$ cat src/rtl/mod_n_cntr.sv
// mod_n_cntr: modulo-N up/down counter with synchronous clear and load,
// an optional saturating mode, and a combinational terminal-count output
// for cascading. When a wrap or an out-of-range load happens, a one-cycle
// registered pulse is raised on wrap or ld_err.
module mod_n_cntr #(
  parameter int WIDTH    = 4,
  parameter int MODULUS  = 12,
  parameter bit SATURATE = 1'b0
) (
  input  logic             clk,
  input  logic             rstb,
  input  logic             cnt_en,
  input  logic             up_dn,
  input  logic             clr,
  input  logic             ld,
  input  logic [WIDTH-1:0] ld_val,
  output logic [WIDTH-1:0] count,
  output logic             y,
  output logic             wrap,
  output logic             ld_err
);

  // An illegal modulus cannot be handled at run time, so elaboration stops.
  generate
    if ((MODULUS < 32'sd2) || (MODULUS > (32'sd2 ** WIDTH))) begin : g_bad_modulus
      $error("mod_n_cntr: MODULUS=%0d outside 2..2**WIDTH", MODULUS);
    end
  endgenerate

  // The highest legal count. When MODULUS == 2**WIDTH this value is all
  // ones, so stepping up from it overflows to zero in the usual binary way.
  localparam logic [WIDTH-1:0] TERM_UP  = WIDTH'(MODULUS - 32'sd1);
  localparam logic [WIDTH-1:0] ZERO     = {WIDTH{1'b0}};
  localparam logic [WIDTH-1:0] ONE      = {{(WIDTH-1){1'b0}}, 1'b1};
  // The modulus is widened by one bit so that MODULUS == 2**WIDTH can
  // still be represented in the load range compare.
  localparam logic [WIDTH:0]   MOD_EXT  = (WIDTH+1)'(MODULUS);

  logic [WIDTH-1:0] count_q, count_d;
  logic             wrap_q, wrap_d;
  logic             ld_err_q, ld_err_d;
  logic             at_term_s;

  // Detect that the count sits at the terminal value for the current direction.
  always_comb begin
    at_term_s = 1'b0;
    if (up_dn) begin
      at_term_s = (count_q == TERM_UP);
    end else begin
      at_term_s = (count_q == ZERO);
    end
  end

  // Work out the next count and pulses. Priority is clear, then load, then count, then hold.
  always_comb begin
    count_d  = count_q;
    wrap_d   = 1'b0;
    ld_err_d = 1'b0;
    if (clr) begin
      count_d = ZERO;
    end else if (ld) begin
      if ({1'b0, ld_val} < MOD_EXT) begin
        count_d = ld_val;
      end else begin
        count_d  = TERM_UP;
        ld_err_d = 1'b1;
      end
    end else if (cnt_en) begin
      if (at_term_s) begin
        if (SATURATE) begin
          count_d = count_q;
        end else begin
          count_d = up_dn ? ZERO : TERM_UP;
          wrap_d  = 1'b1;
        end
      end else begin
        count_d = up_dn ? (count_q + ONE) : (count_q - ONE);
      end
    end else begin
      count_d = count_q;
    end
  end

  // State register. Reset is asynchronous, so it clears without waiting for a clock edge.
  always_ff @(posedge clk or negedge rstb) begin
    if (!rstb) begin
      count_q  <= ZERO;
      wrap_q   <= 1'b0;
      ld_err_q <= 1'b0;
    end else begin
      count_q  <= count_d;
      wrap_q   <= wrap_d;
      ld_err_q <= ld_err_d;
    end
  end

  // y carries out combinationally so counters can be cascaded with no extra cycle of delay.
  always_comb begin
    y = cnt_en & at_term_s;
  end

  assign count  = count_q;
  assign wrap   = wrap_q;
  assign ld_err = ld_err_q;

endmodule

$ cat config.mk
export PLATFORM = sky130hd
export DESIGN_NAME = mod_n_cntr
export DESIGN_NICKNAME = d
export VERILOG_FILES = /design/src/rtl/mod_n_cntr.sv
export SDC_FILE = /design/constraint.sdc
export NUM_CORES = 1
export LEC_CHECK = 0
export CELL_PAD_IN_SITES_DETAIL_PLACEMENT = 1
export CELL_PAD_IN_SITES_GLOBAL_PLACEMENT = 1
export CORE_MARGIN = 8
export CORE_UTILIZATION = 30
export DETAILED_ROUTE_END_ITERATION = 10
export PLACE_DENSITY_LB_ADDON = 0.1
export SYNTH_ARGS = -nofsm -noshare
export SYNTH_HDL_FRONTEND = slang
export SYNTH_SLANG_ARGS = --single-unit
$ cat constraint.sdc
create_clock -name clk -period 2.2 [get_ports clk]
set_input_delay 0.55 -clock clk [delete_from_list [all_inputs] [get_ports clk]]
set_output_delay 0.55 -clock clk [all_outputs]
set_load 0.02 [all_outputs]
### Yosys cells after proc, flatten, opt, wreduce, memory -nomap -nowiden

Cells that the tools add are included.

| operators by class | value |
|---|---|
| reduce and logical (&&, ||, !) cells | 2 |
| $lt $le $gt $ge | 1 |
| eq/ne operators | 1 |
| $add $sub $neg | 2 |
| bitwise logic cells | 1 |
| multiplexer cells | 15 |

Operator list:

| operator | number |
|---|---|
| 4-bit 2-to-1 mux | 7 |
| 1-bit 2-to-1 mux | 8 |
| 4-bit by 1-bit adder with 4-bit output, second input constant | 1 |
| 4-bit == test, second input constant | 1 |
| 4-bit logical NOT | 1 |
| 4-bit < comparator, second input constant | 1 |
| 4-bit by 1-bit subtractor with 4-bit output, second input constant | 1 |
| 3-bit nonzero test | 1 |
| 1-bit bitwise AND | 1 |

| word-level totals | value |
|---|---|
| register bits after elaboration | 6 |
| word-level logic and storage cells | 25 |
| bits of input ports | 10 |
| output and inout bits | 7 |

### Logic depth before layout (Yosys ltp)

| depth | value |
|---|---|
| depth after elaboration | 6 |
| depth in mapped cells | 7 |
| depth with buffers taken out | 7 |

### Least setup slack after synthesis

Ideal clock, no wire load.

| timing | value |
|---|---|
| kind | register to output |
| start | reg count_q[0] (netlist: count[0]) |
| end | out y |
| path slack | 0.136 ns |
| data required time | 1.650 ns |
| arrival | 1.514 ns |
| stages on the path, launching flop included | 4 |
| path buffers | 0 |
| cell sequence | dfrtp_1 or4_1 a21o_1 nor2_1 |

| between the ends | value |
|---|---|
| longest elaborated chain between the ends | 3 |
| elaborated cells on any way between the ends | 4 |
| classes of those cells | eq/ne: 1; mux: 1; bitwise: 1; reduce/logical: 1 |

RTL lines:

| element | line | text |
|---|---|---|
| start: declaration | 39 | `logic [WIDTH-1:0] count_q, count_d;` |
| start signal: assignment | 91 | `count_q <= count_d;` |
| 4-bit == test / 4-bit logical NOT (equally long branches) | 48, 50 |  |
| 1-bit 2-to-1 mux * | 47 | `if (up_dn) begin` |
| 1-bit bitwise AND * | 99 | `y = cnt_en & at_term_s;` |
| end: declaration | 18 | `output logic y,` |

Mark *: on every way between the ends. The rest lies on a longest branch, timed or not.

### Worst setup path after layout

| timing | value |
|---|---|
| start | in up_dn |
| end | out y |

| between the ends | value |
|---|---|
| longest elaborated chain between the ends | 2 |

RTL lines:

| element | line | text |
|---|---|---|
| start: declaration | 13 | `input logic up_dn,` |
| 1-bit 2-to-1 mux | 47 |  |
| 1-bit bitwise AND | 99 |  |

Every way passes these cells.

==> results.ini <==
[pwr]
power_leakage_nw=0.347
comb_power_share_pct=44.0
clkPwrFrac_pct=24.5
ir_drop_mv=0.143
power-per-cell-area_nw_per_um2=510
p_sw_mw=0.123
swShare_pct=31.4
p_int_mw=0.268
power.total_mw=0.391
p_seq_share_pct=31.5

[layout]
register_area_um2=150
drive_gt1_share_pct=25.6
final_area_um2=767
antenna_cells=0
nNetsFinal=97
nFillCells=181
syn2layout_area_growth_pct=63.9
final_common_cell=clkdlybuf4s50_1
postLayoutCoreUtil_pct=51.5
most-common-layout-cells=clkdlybuf4s50_1, buf_4, nor2_1, a21oi_1, dfrtp_1
multi_input_area_um2=303

[cts]
clockBufferDepth=2
path_clk_slew_ns=0.04
cts_buffers=3
h-tree-depth=1
cts_sinks=6
insertion_delay_ns=0.23
post-cts-setup-buffers=0
cts_tree=built
cts_root_buf=clkbuf_4

[critical_path]
r2r-start=count[1]$_DFFE_PN0P_
startpoint_type=input pin
worst-setup-path-type=input pin to primary output
cp_max_fo=3
arrival_ns=1.64
critical_path.startpoint=up_dn
end_kind=primary output
rrSetupSlack_ns=0.24
cp.required_ns=1.65

[routing]
wirelength_um=1560
ant_nets=0
via_per_inst=5.50
vias=539
wl_per_cell_um=15.9
drt_iter0_drc=14
route.detailed.drc=0
drtPass1Iterations=4

[synth]
ys_warn_count=0
synth.distinct_cells=28
synth_cells=52
syn_area_per_cell_um2=9.00
ys_ff_latch=6
synth_top_area_share_pct=32.1
synth_area_leaders=dfrtp_1, a21oi_1, ha_1, nor2_1, fa_1
yosys.area.top_type=dfrtp_1
synth-seq-area-share_pct=32.1
syn-cell-area_um2=468
syn-num-nets=65
synthFlopType=dfrtp_1
synth-async-reset-ratio_pct=100
synth-edff-count=0

[place]
place_area_um2=733
globalplace.congestion=0.848
io_buffers=16
dpl.hpwl_um=1320

[sta]
hold_violations=0
fmax_mhz=456
slew_violations=0
worstMarginPinSlew_ns=0.393
fin_crit_sh_pct=99.6
period_minus_slack_ns=2.19
whs_ns=0.557
max_slew_margin_pct=73.7
skew_ns=0.000762
setup_viol=0
tns_ns=0

[die]
die_y_um=55.5
num_rows=14
core_um2=1490
dieArea_um2=3080
start_util_pct=31.4
fp.dieW_um=55.5
ios=17

[grt]
grt_pass1_vias=544
track_usage_pct=9.79
grt_overflow=0
antenna_found_initial=0
grt_pass1_wl_um=2570
grt_max_degree=10

[min_path]
worst_hold_path_type=input pin to asynchronous set/reset pin

[outcome]
outcome=complete, no violations

[flow_run]
maxCapViolCount=0

final timing paths:
check	depth (start not counted)	endpoint
setup / recovery	5	y
hold reg to reg	3	wrap$_DFF_PN0_
setup reg to reg	7	count[3]$_DFFE_PN0P_
max in group asynchronous	1	count[2]$_DFFE_PN0P_
min in group clk	3	wrap$_DFF_PN0_
hold / removal	1	count[0]$_DFFE_PN0P_
repair_timing:
action | CTS | global route
resized for setup | 7 | 8
pin swaps | 1 | 3
endpoints found under the hold margin | 0 | 0
hold buffers | 0 | 0
setup endpoints to repair | 3 | 3
worst max-delay path, cell delays in order:
cell    delay, ns
buf_8        0.10
or4_4        0.52
a21o_1       0.21
nor2_1       0.11
buf_4        0.15
state kept, by name, indices dropped and copies added, names as in the netlist:
register / flops
count: 4
ld_err: 1
wrap: 1
per-stage QoR:
stage          setup slack, ns  instances
6_report               0.00879         98
5_1_grt             -0.0000565         98
4_1_cts                0.00442         98
3_5_place_dp            -0.642         95
3_3_place_gp            -0.598         95
2_1_floorplan            0.136         52
power by group through the flow:
stage	registers [mW]	clock network, mW	logic (mW)
after floorplan	0.138	0	0.0691
after global placement	0.126	0	0.162
after detailed placement	0.124	0	0.167
after CTS	0.123	0.0986	0.167
after global routing	0.124	0.108	0.186
final	0.123	0.0957	0.172
cell type report:
type,instances,area share [%]
multi-input cells,41,39.5
repair buffers,28,33.4
flip-flops and latches,6,19.6
clock buffers,3,2.94
well taps,16,2.61
inverters,4,1.96
Yosys cell counts, types with 2 or more instances:
master	n
a21oi_1	6
dfrtp_1	6
nor2_1	6
inv_1	4
a211oi_1	2
a21o_1	2
ha_1	2
nand2b_1	2
nor3_1	2
xnor2_1	2
metal layers:
metal  wire length [um]  global-route usage (%)
met1                710                    12.0
met2                771                    15.2
met3                 80                    2.97
met4                  0                    4.23
met5                  0                       0
logic make-up (layout without fill, tap and decap cells):
logic type / Yosys count / count (layout) / synth area share (%)
xor+xnor: 3 / 3 / 5.62
compound gates: 18 / 18 / 28.1
buf+inv: 5 / 35 / 4.28
fa+ha+maj: 3 / 3 / 9.62
simple gates: 17 / 17 / 20.3
flops: 6 / 6 / 32.1
No activity file was read; power rests on OpenSTA's default activity.
